File: src/rtl/zueirai_gpio_pkg.sv
// Shared types and register-map constants for the GPIO register bank.
package zueirai_gpio_pkg;

  typedef enum logic [1:0] {
    PORT_A   = 2'd0,
    PORT_B   = 2'd1,
    PORT_C   = 2'd2,
    PORT_IRQ = 2'd3
  } port_e;

  localparam int NUM_PORTS = 3;

  localparam logic [1:0] REG_DIR  = 2'd0;
  localparam logic [1:0] REG_OUT  = 2'd1;
  localparam logic [1:0] REG_IN   = 2'd2;
  localparam logic [1:0] REG_TGL  = 2'd3;
  localparam logic [1:0] REG_PEND = 2'd0;
  localparam logic [1:0] REG_IEN  = 2'd1;

  localparam logic [3:0] ADDR_PEND = {PORT_IRQ, REG_PEND};
  localparam logic [3:0] ADDR_IEN  = {PORT_IRQ, REG_IEN};

  typedef logic [7:0] gpio_byte_t;

endpackage

File: src/rtl/zueirai_gpio_sync.sv
// 8-bit multi-flop synchroniser for asynchronous pin inputs.
module zueirai_gpio_sync
  import zueirai_gpio_pkg::*;
#(
  parameter int SYNC_STAGES = 2
) (
  input  logic       clk,
  input  logic       rst,
  input  gpio_byte_t d,
  output gpio_byte_t q
);

  gpio_byte_t stage_reg [SYNC_STAGES];

  always_ff @(posedge clk or posedge rst) begin
    if (rst) begin
      for (int i = 0; i < SYNC_STAGES; i++) stage_reg[i] <= '0;
    end else begin
      stage_reg[0] <= d;
      for (int i = 1; i < SYNC_STAGES; i++) stage_reg[i] <= stage_reg[i-1];
    end
  end

  assign q = stage_reg[SYNC_STAGES-1];

endmodule

File: src/rtl/zueirai_gpio_ctrl.sv
// CPU register bank for GPIO ports A/B/C: direction/output latches, synchronised inputs.
// Define ZUEIRAI_GPIO_IRQ_EN to add the pin-change interrupt block (PEND/IEN at addr 12/13).
module zueirai_gpio_ctrl
  import zueirai_gpio_pkg::*;
#(
  parameter int         SYNC_STAGES = 2,
  parameter logic [7:0] RESET_DIR   = 8'h00,
  parameter logic [7:0] RESET_OUT   = 8'h00
) (
  input  logic       clk,
  input  logic       rst,
  input  logic [3:0] addr,
  input  logic [7:0] wdata,
  input  logic       we,
  input  logic       re,
  output logic [7:0] rdata,
  output logic       rvalid,
  output logic [7:0] dir_a,
  output logic [7:0] dir_b,
  output logic [7:0] dir_c,
  output logic [7:0] out_a,
  output logic [7:0] out_b,
  output logic [7:0] out_c,
  input  logic [7:0] in_a,
  input  logic [7:0] in_b,
  input  logic [7:0] in_c,
  output logic       irq
);

  gpio_byte_t dir_reg  [NUM_PORTS];
  gpio_byte_t out_reg  [NUM_PORTS];
  gpio_byte_t pin_in   [NUM_PORTS];
  gpio_byte_t sync_val [NUM_PORTS];
  gpio_byte_t in_val   [NUM_PORTS];
  gpio_byte_t rdata_reg, rdata_next;
  logic       rvalid_reg;

  assign pin_in[0] = in_a;
  assign pin_in[1] = in_b;
  assign pin_in[2] = in_c;

  for (genvar gi = 0; gi < NUM_PORTS; gi++) begin : g_port
    zueirai_gpio_sync #(.SYNC_STAGES(SYNC_STAGES)) u_sync (
      .clk (clk),
      .rst (rst),
      .d   (pin_in[gi]),
      .q   (sync_val[gi])
    );
    // Driven bits read back their own latch; undriven bits read the pin.
    assign in_val[gi] = (dir_reg[gi] & out_reg[gi]) | (~dir_reg[gi] & sync_val[gi]);
  end

  always_ff @(posedge clk or posedge rst) begin
    if (rst) begin
      for (int p = 0; p < NUM_PORTS; p++) begin
        dir_reg[p] <= RESET_DIR;
        out_reg[p] <= RESET_OUT;
      end
    end else if (we) begin
      for (int p = 0; p < NUM_PORTS; p++) begin
        if (addr[3:2] == 2'(p)) begin
          case (addr[1:0])
            REG_DIR: dir_reg[p] <= wdata;
            REG_OUT: out_reg[p] <= wdata;
            REG_TGL: out_reg[p] <= out_reg[p] ^ wdata;
            default: ;
          endcase
        end
      end
    end
  end

`ifdef ZUEIRAI_GPIO_IRQ_EN
  gpio_byte_t prev_reg [NUM_PORTS];
  logic [2:0] chg_any, pend_clr, pend_reg, pend_next, ien_reg;
  logic       irq_reg;

  always_comb begin
    chg_any = '0;
    for (int p = 0; p < NUM_PORTS; p++)
      chg_any[p] = |((sync_val[p] ^ prev_reg[p]) & ~dir_reg[p]);
  end

  // A new event in the same cycle as its W1C clear keeps the bit set.
  assign pend_clr  = (we && addr == ADDR_PEND) ? wdata[2:0] : 3'b000;
  assign pend_next = (pend_reg & ~pend_clr) | chg_any;

  always_ff @(posedge clk or posedge rst) begin
    if (rst) begin
      for (int p = 0; p < NUM_PORTS; p++) prev_reg[p] <= '0;
      pend_reg <= '0;
      ien_reg  <= '0;
      irq_reg  <= 1'b0;
    end else begin
      for (int p = 0; p < NUM_PORTS; p++) prev_reg[p] <= sync_val[p];
      pend_reg <= pend_next;
      if (we && addr == ADDR_IEN) ien_reg <= wdata[2:0];
      irq_reg <= |(pend_reg & ien_reg);
    end
  end

  assign irq = irq_reg;
`else
  assign irq = 1'b0;
`endif

  always_comb begin
    rdata_next = '0;
    for (int p = 0; p < NUM_PORTS; p++) begin
      if (addr[3:2] == 2'(p)) begin
        case (addr[1:0])
          REG_DIR: rdata_next = dir_reg[p];
          REG_OUT: rdata_next = out_reg[p];
          REG_IN:  rdata_next = in_val[p];
          default: rdata_next = '0;
        endcase
      end
    end
`ifdef ZUEIRAI_GPIO_IRQ_EN
    if (addr == ADDR_PEND) rdata_next = {5'b0, pend_reg};
    if (addr == ADDR_IEN)  rdata_next = {5'b0, ien_reg};
`endif
  end

  // Reads sample pre-edge state, so a same-cycle write is not yet visible.
  always_ff @(posedge clk or posedge rst) begin
    if (rst) begin
      rdata_reg  <= '0;
      rvalid_reg <= 1'b0;
    end else begin
      rvalid_reg <= re;
      if (re) rdata_reg <= rdata_next;
    end
  end

  assign rdata  = rdata_reg;
  assign rvalid = rvalid_reg;
  assign dir_a  = dir_reg[0];
  assign dir_b  = dir_reg[1];
  assign dir_c  = dir_reg[2];
  assign out_a  = out_reg[0];
  assign out_b  = out_reg[1];
  assign out_c  = out_reg[2];

endmodule
File: config.mk
export PLATFORM = sky130hd
export DESIGN_NAME = zueirai_gpio_ctrl
export DESIGN_NICKNAME = d
export VERILOG_FILES = /design/src/rtl/zueirai_gpio_pkg.sv /design/src/rtl/zueirai_gpio_sync.sv /design/src/rtl/zueirai_gpio_ctrl.sv
export SDC_FILE = /design/constraint.sdc
export NUM_CORES = 1
export LEC_CHECK = 0
export CAP_MARGIN = 20
export CORE_MARGIN = 2
export CORE_UTILIZATION = 30
export CTS_CLUSTER_DIAMETER = 150
export DETAILED_ROUTE_END_ITERATION = 8
export HOLD_SLACK_MARGIN = 0.08
export PLACE_DENSITY = 0.61
export SLEW_MARGIN = 20
export SYNTH_ARGS = -nofsm -noshare
export SYNTH_HDL_FRONTEND = slang
export SYNTH_HIERARCHICAL = 1
export SYNTH_SLANG_ARGS = --single-unit
File: constraint.sdc
create_clock -name clk -period 3.42 [get_ports clk]
set_clock_uncertainty 0.15 [all_clocks]
set_input_delay 0.684 -clock clk [delete_from_list [all_inputs] [get_ports clk]]
set_output_delay 0.684 -clock clk [all_outputs]
set_load 0.05 [all_outputs]
==> results of run 1 <==
## cells in the final DEF, fill, tap and decap left out, drive strengths merged, types with 6 or more instances in the layout
master | Yosys | routed
clkdlybuf4s50 | 0 | 95
mux2i | 7 | 7
nand2b | 11 | 11
a311oi | 21 | 21
and3b | 7 | 7
mux2 | 26 | 26
o21ai | 17 | 17
a31oi | 10 | 10
dfrtp | 105 | 105
o311ai | 6 | 6
o22ai | 6 | 6
nand2 | 20 | 20
a21oi | 60 | 60
clkbuf | 17 | 11
inv | 22 | 22
buf | 39 | 9
nor2 | 31 | 31
## metrics by stage
step / instances / instance area (µm²) / power [µW]
2_1_floorplan: 438 / 4770 / 2110
3_3_place_gp: 702 / 5710 / 2440
3_5_place_dp: 702 / 5710 / 2450
4_1_cts: 718 / 6080 / 3720
5_1_grt: 718 / 6080 / 3860
6_report: 718 / 6080 / 3680
## worst min path at each step
stage	startpoint	to	slack, ns	cells past startpoint
floorplan	g_port[0].u_sync/stage_reg[8]	g_port[0].u_sync/q[0]	0.18	0
global placement	g_port[2].u_sync/stage_reg[14]	g_port[2].u_sync/q[6]	0.18	0
detailed placement	g_port[2].u_sync/stage_reg[14]	g_port[2].u_sync/q[6]	0.19	0
CTS	g_port[0].u_sync/stage_reg[8]	g_port[0].u_sync/q[0]	0.20	0
global route	g_port[2].u_sync/stage_reg[10]	g_port[2].u_sync/q[2]	0.20	0
finish	g_port[2].u_sync/stage_reg[14]	g_port[2].u_sync/q[6]	0.20	0
## power by group through the flow
stage / combinational [µW] / clock, µW / sequential, µW
floorplan: 290 / 0 / 1820
global placement: 917 / 0 / 1520
detailed placement: 926 / 0 / 1520
CTS: 928 / 1290 / 1500
global route: 977 / 1360 / 1520
finish: 920 / 1260 / 1500
## final cells by class
type / instances / area, µm²
clock buffers: 11 / 253
multi-input cells: 255 / 1710
fillers: 1497 / 9630
repair buffers: 104 / 1020
clock inverters: 5 / 125
flip-flops and latches: 105 / 2630
inverters: 22 / 82.6
well taps: 216 / 270
## layer usage
layer  vias to the layer above  global-route usage (%)
li1                       1653                       -
met1                      1780                    20.7
met2                       130                    24.8
met3                        23                    5.04
met4                         0                    5.95
met5                         -                       0
## worst reg2reg max path, stage by stage, from the launching register on
cell      delay, ns
dfrtp_1        0.48
nand2b_1       0.19
a21oi_1        0.20
o21ai_0        0.10
a21oi_1        0.27
o22ai_1        0.13
## cell families after synthesis
family	count (synthesis)
AO/OA/AOI/OAI	127
buffers and inverters	78
flip-flops	105
multiplexers	33
other	1
AND/OR/NAND/NOR	94
==> flow_summary.ini, run 1 <==
[run_status]
status = finished clean

[layout]
diodes = 0
fin_util_pct = 38.7
drive_gt1_share_pct = 12.7
areaGrowthSynthToFinish_pct = 27.5
final_nets = 537

[critical_path]
critPathLaunchType = input pin
worstPathCellList = clkdlybuf4s50_1 -> nor3_1 -> nand2b_1 -> a21oi_1 -> a311oi_1
regToRegSetupSlack_ns = 1.77
reg2regPathDepth = 5
worstPathArrival_ns = 2.68
end_kind = flip-flop
worstSetupPathType = in -> reg
r2r-start = out_b[5]
startpoint = addr[2]
path_buf_inv = 1
max_stage_delay_ns = 0.71
r2r_end = rdata[5]
cp_num_cells = 5
cp_top_family = simple AND/OR/NAND/NOR gates
endpoint = out_a[1]
critPathSlowestCell = nor3_1
worstPathRequired_ns = 3.46
critPathMaxFanout = 14

[routing]
wl_per_cell_um = 17.9
wl_met2_um = 6080
dr_wl_met3_um = 951
drt-total-wl_um = 12900
drt_first_iter_violations = 305
viasPerCell = 4.99
antenna_left = 0
first_pass_iters = 5
drc = 0
top_layer = met4
wl_met1_um = 5500
vias = 3586

[logic_synthesis]
synth_area_leaders = dfrtp_1 55%, a21oi_1 6.3%, mux2_2 5.7%
yosys.area_share.simple_pct = 11.0
synth_area_per_cell_um2 = 10.9
synth_top_family_by_area = compound AO/OA/AOI/OAI gates
netlist.top_cell.by_area = dfrtp_1
synth_top_area_share_pct = 55.1
ys_seq_area_share_pct = 55.1
synth_commonest_cells = 105 x dfrtp_1, 60 x a21oi_1, 30 x nor2_1
synthMuxAreaShare_pct = 7.61
ys_async_sr_fraction_pct = 100
synth-edff-count = 0
yosys_warnings = 6
yosys.area_share.xor_xnor_pct = 0
synth_cell_types = 46
syn_area_um2 = 4770
synth_compound_area_share_pct = 17.2
synth_nets = 478
synthAdderAreaFrac_pct = 0
ys_seq_elements = 105
synthCells = 438
synth_most_common_cell = dfrtp_1
synthFlopType = dfrtp_1

[floorplanning]
fp.dieArea_um2 = 16900
initial_utilization_pct = 30.4
core_um2 = 15700
die_x_um = 130
ioPinCount = 98
rows = 46
fp.dieH_um = 130

[global_route]
overflow = 0
grt_max_degree = 60
grt_pass1_wl_um = 20000
antenna_found_initial = 0
grt_use_total_pct = 15.9
grt_pass1_vias = 3589

[timing]
finalSetupViolations = 0
fin_crit_sh_pct = 77.2
finalSetupTns_ns = 0
finalHoldViolations = 0
timing.max_slew.rel_slack_pct = 35.0
fin_hold_ws_ns = 0.198
setup_slack_ns = 0.781
max_freq_mhz = 379
fin_crit_ns = 2.64
grt_setup_unrepaired = no
slew_violations = 0
tightestPinTransition_ns = 0.975

[clock_tree]
cts_root_buf = clkbuf_16
cts_setup_buffers = 0
cts_num_sinks = 105
cts_max_level = 3
cts_made_buffers = 9
path_clk_slew_ns = 0.07
clk_latency_ns = 0.35
cts_tree = yes
cts_hold_buffers = 0
clockBufferDepth = 2
ctsResizeCount = 0

[power_and_ir_drop]
powerDensity_nw_per_um2 = 606
leakagePower_uw = 0.00248
p_comb_share_pct = 25.0
p_sw_share_pct = 31.2
seq_power_share_pct = 40.7
irDropWorstVdd_mv = 0.233
p_clk_share_pct = 34.3
switchingPower_uw = 1150
intPower_uw = 2530

[hold_path]
timing.hold.worst.class = reg -> reg

[job]
maxCapViolCount = 0

[placed_design]
numPortBuffers = 96
gp_congestion = 0.832
place_ws_ns = 0.522
dp_hpwl_um = 9360
Note: power is estimated with default switching activity, not from simulation.
==> run 2, diff against run 1 <==
PLACE_DENSITY = 0.62   (was 0.61)
clock period = 2.4 ns   (was 3.42 ns; I/O delays follow)
==> run 2 against run 1 <==
Against the previous run: final cell count increased by 2.1%; wire length up 0.90%; critical path depth shrank 4; clock power is 10% higher; register-to-register slack lost 0.98 ns; flip-flop and latch count stayed put; count of clock-buffer cells in the layout grew 2; non-clock buffer count is 16 higher; sequential power grew 42%; design area up 0.82%; combinational power rose by 46%; critical endpoint is now out_a[0]; largest cell class unchanged; highest routed layer unchanged.
==> flow_summary.ini, run 2 (same netlist as run 1, synthesis figures left out) <==
[layout]
drive_gt1_share_pct = 15.1
diodes = 0
fin_util_pct = 39.0
final_nets = 553
final_cell_area_um2 = 6130
final_cell_mix = 105 x dfrtp_1, 95 x clkdlybuf4s50_1, 60 x a21oi_1
fillers = 1517
areaGrowthSynthToFinish_pct = 28.6
final_common_cell = dfrtp_1

[floorplanning]
core_um2 = 15700
rows = 46
fp.dieH_um = 130
die_x_um = 130
initial_utilization_pct = 30.4
fp.dieArea_um2 = 16900
ioPinCount = 98

[routing]
viasPerCell = 4.86
antenna_left = 0
drt-total-wl_um = 13000
drt_first_iter_violations = 227
vias = 3563
wl_per_cell_um = 17.7
first_pass_iters = 4
drc = 0

[global_route]
antenna_found_initial = 0
grt_use_total_pct = 15.9
grt_max_degree = 58
grt_pass1_vias = 3594
overflow = 0
grt_pass1_wl_um = 20000

[power_and_ir_drop]
switchingPower_uw = 1630
power.total_uw = 4860
irDropWorstVdd_mv = 0.426
p_clk_share_pct = 28.6
powerDensity_nw_per_um2 = 793
leakagePower_uw = 0.00252
p_comb_share_pct = 27.5
p_sw_share_pct = 33.5
seq_power_share_pct = 43.8
intPower_uw = 3230

[clock_tree]
cts_made_buffers = 9
clockBufferDepth = 2
cts_tree = yes
cts_hold_buffers = 0
cts_max_level = 3
path_clk_slew_ns = 0.07
cts_setup_buffers = 0
clk_latency_ns = 0.35
ctsResizeCount = 0
cts_root_buf = clkbuf_16
cts_num_sinks = 105

[critical_path]
critPathSlowestCell = clkdlybuf4s50_1
max_stage_delay_ns = 0.87
end_kind = primary output
worstPathArrival_ns = 1.73
worstSetupPathType = reg -> out
cp_top_family = buffers and inverters
critPathMaxFanout = 7
worstPathRequired_ns = 1.77
worstPathCellList = clkdlybuf4s50_1
critPathLaunchType = flip-flop
path_buf_inv = 1

[timing]
fin_crit_ns = 2.36
max_freq_mhz = 424
tightestPinTransition_ns = 0.594
finalSetupTns_ns = 0
slew_violations = 0
timing.max_slew.rel_slack_pct = 60.4
finalHoldViolations = 0
finalSetupViolations = 0
setup_slack_ns = 0.0396
grt_setup_unrepaired = no
fin_crit_sh_pct = 98.4

[placed_design]
gp_congestion = 0.821
place_ws_ns = 0.000274
numPortBuffers = 96
dpl_cell_area_um2 = 5850
dp_hpwl_um = 9660

[hold_path]
timing.hold.worst.class = reg -> reg

[job]
maxCapViolCount = 0

[run_status]
status = finished clean
==> run 2: cell types whose count changed in the layout (fill, tap and decap cells not counted) <==
| cell | previous run | this run |
|---|---|---|
| buf_12 | 0 | 2 |
| buf_4 | 8 | 22 |
| bufinv_16 | 4 | 0 |
| clkinvlp_4 | 0 | 1 |
| clkbuf_1 | 0 | 1 |
| clkbuf_8 | 2 | 3 |
==> run 2: final timing paths <==
check	from	endpoint	slack, ns	cells after the start
min	g_port[1].u_sync/stage_reg[9]	g_port[1].u_sync/q[1]	0.20	0
max in group asynchronous	rst	g_port[1].u_sync/q[6]	1.21	2
min in group asynchronous	rst	g_port[0].u_sync/stage_reg[11]	0.48	2
max	out_a[0]	out_a[0]	0.04	1
min reg2reg	g_port[1].u_sync/stage_reg[9]	g_port[1].u_sync/q[1]	0.20	0
max reg2reg	out_b[5]	rdata[5]	0.79	5
==> run 2: routing by layer <==
| layer | track usage (%) | vias up | wire (µm) |
|---|---|---|---|
| li1 | - | 1682 | - |
| met1 | 20.3 | 1740 | 5600 |
| met2 | 25.2 | 110 | 6090 |
| met3 | 3.94 | 31 | 820 |
| met4 | 8.48 | 0 | 477 |
| met5 | 0 | - | 0 |
==> run 2: area by class of cell <==
class | count | area [µm²] | area share, %
Tap cell | 216 | 270 | 4.41
Clock inverter | 2 | 12.5 | 0.204
Inverter | 22 | 82.6 | 1.35
Sequential cell | 105 | 2630 | 42.8
Multi-Input combinational cell | 255 | 1710 | 27.9
Timing Repair Buffer | 120 | 1160 | 18.9
Clock buffer | 13 | 270 | 4.41
==> run 2: power groups by stage <==
| stage | registers [µW] | logic (µW) | clock network, µW |
|---|---|---|---|
| 6_report | 2130 | 1340 | 1390 |
| 5_1_grt | 2160 | 1420 | 1510 |
| 4_1_cts | 2130 | 1350 | 1440 |
| 3_5_place_dp | 2160 | 1350 | 0 |
| 3_3_place_gp | 2160 | 1330 | 0 |
| 2_1_floorplan | 2590 | 413 | 0 |
==> run 2: through the flow <==
step / instances / hold slack (ns)
floorplan: 438 / 0.181
global placement: 718 / 0.184
detailed placement: 718 / 0.185
CTS: 733 / 0.199
global route: 733 / 0.206
finish: 733 / 0.198
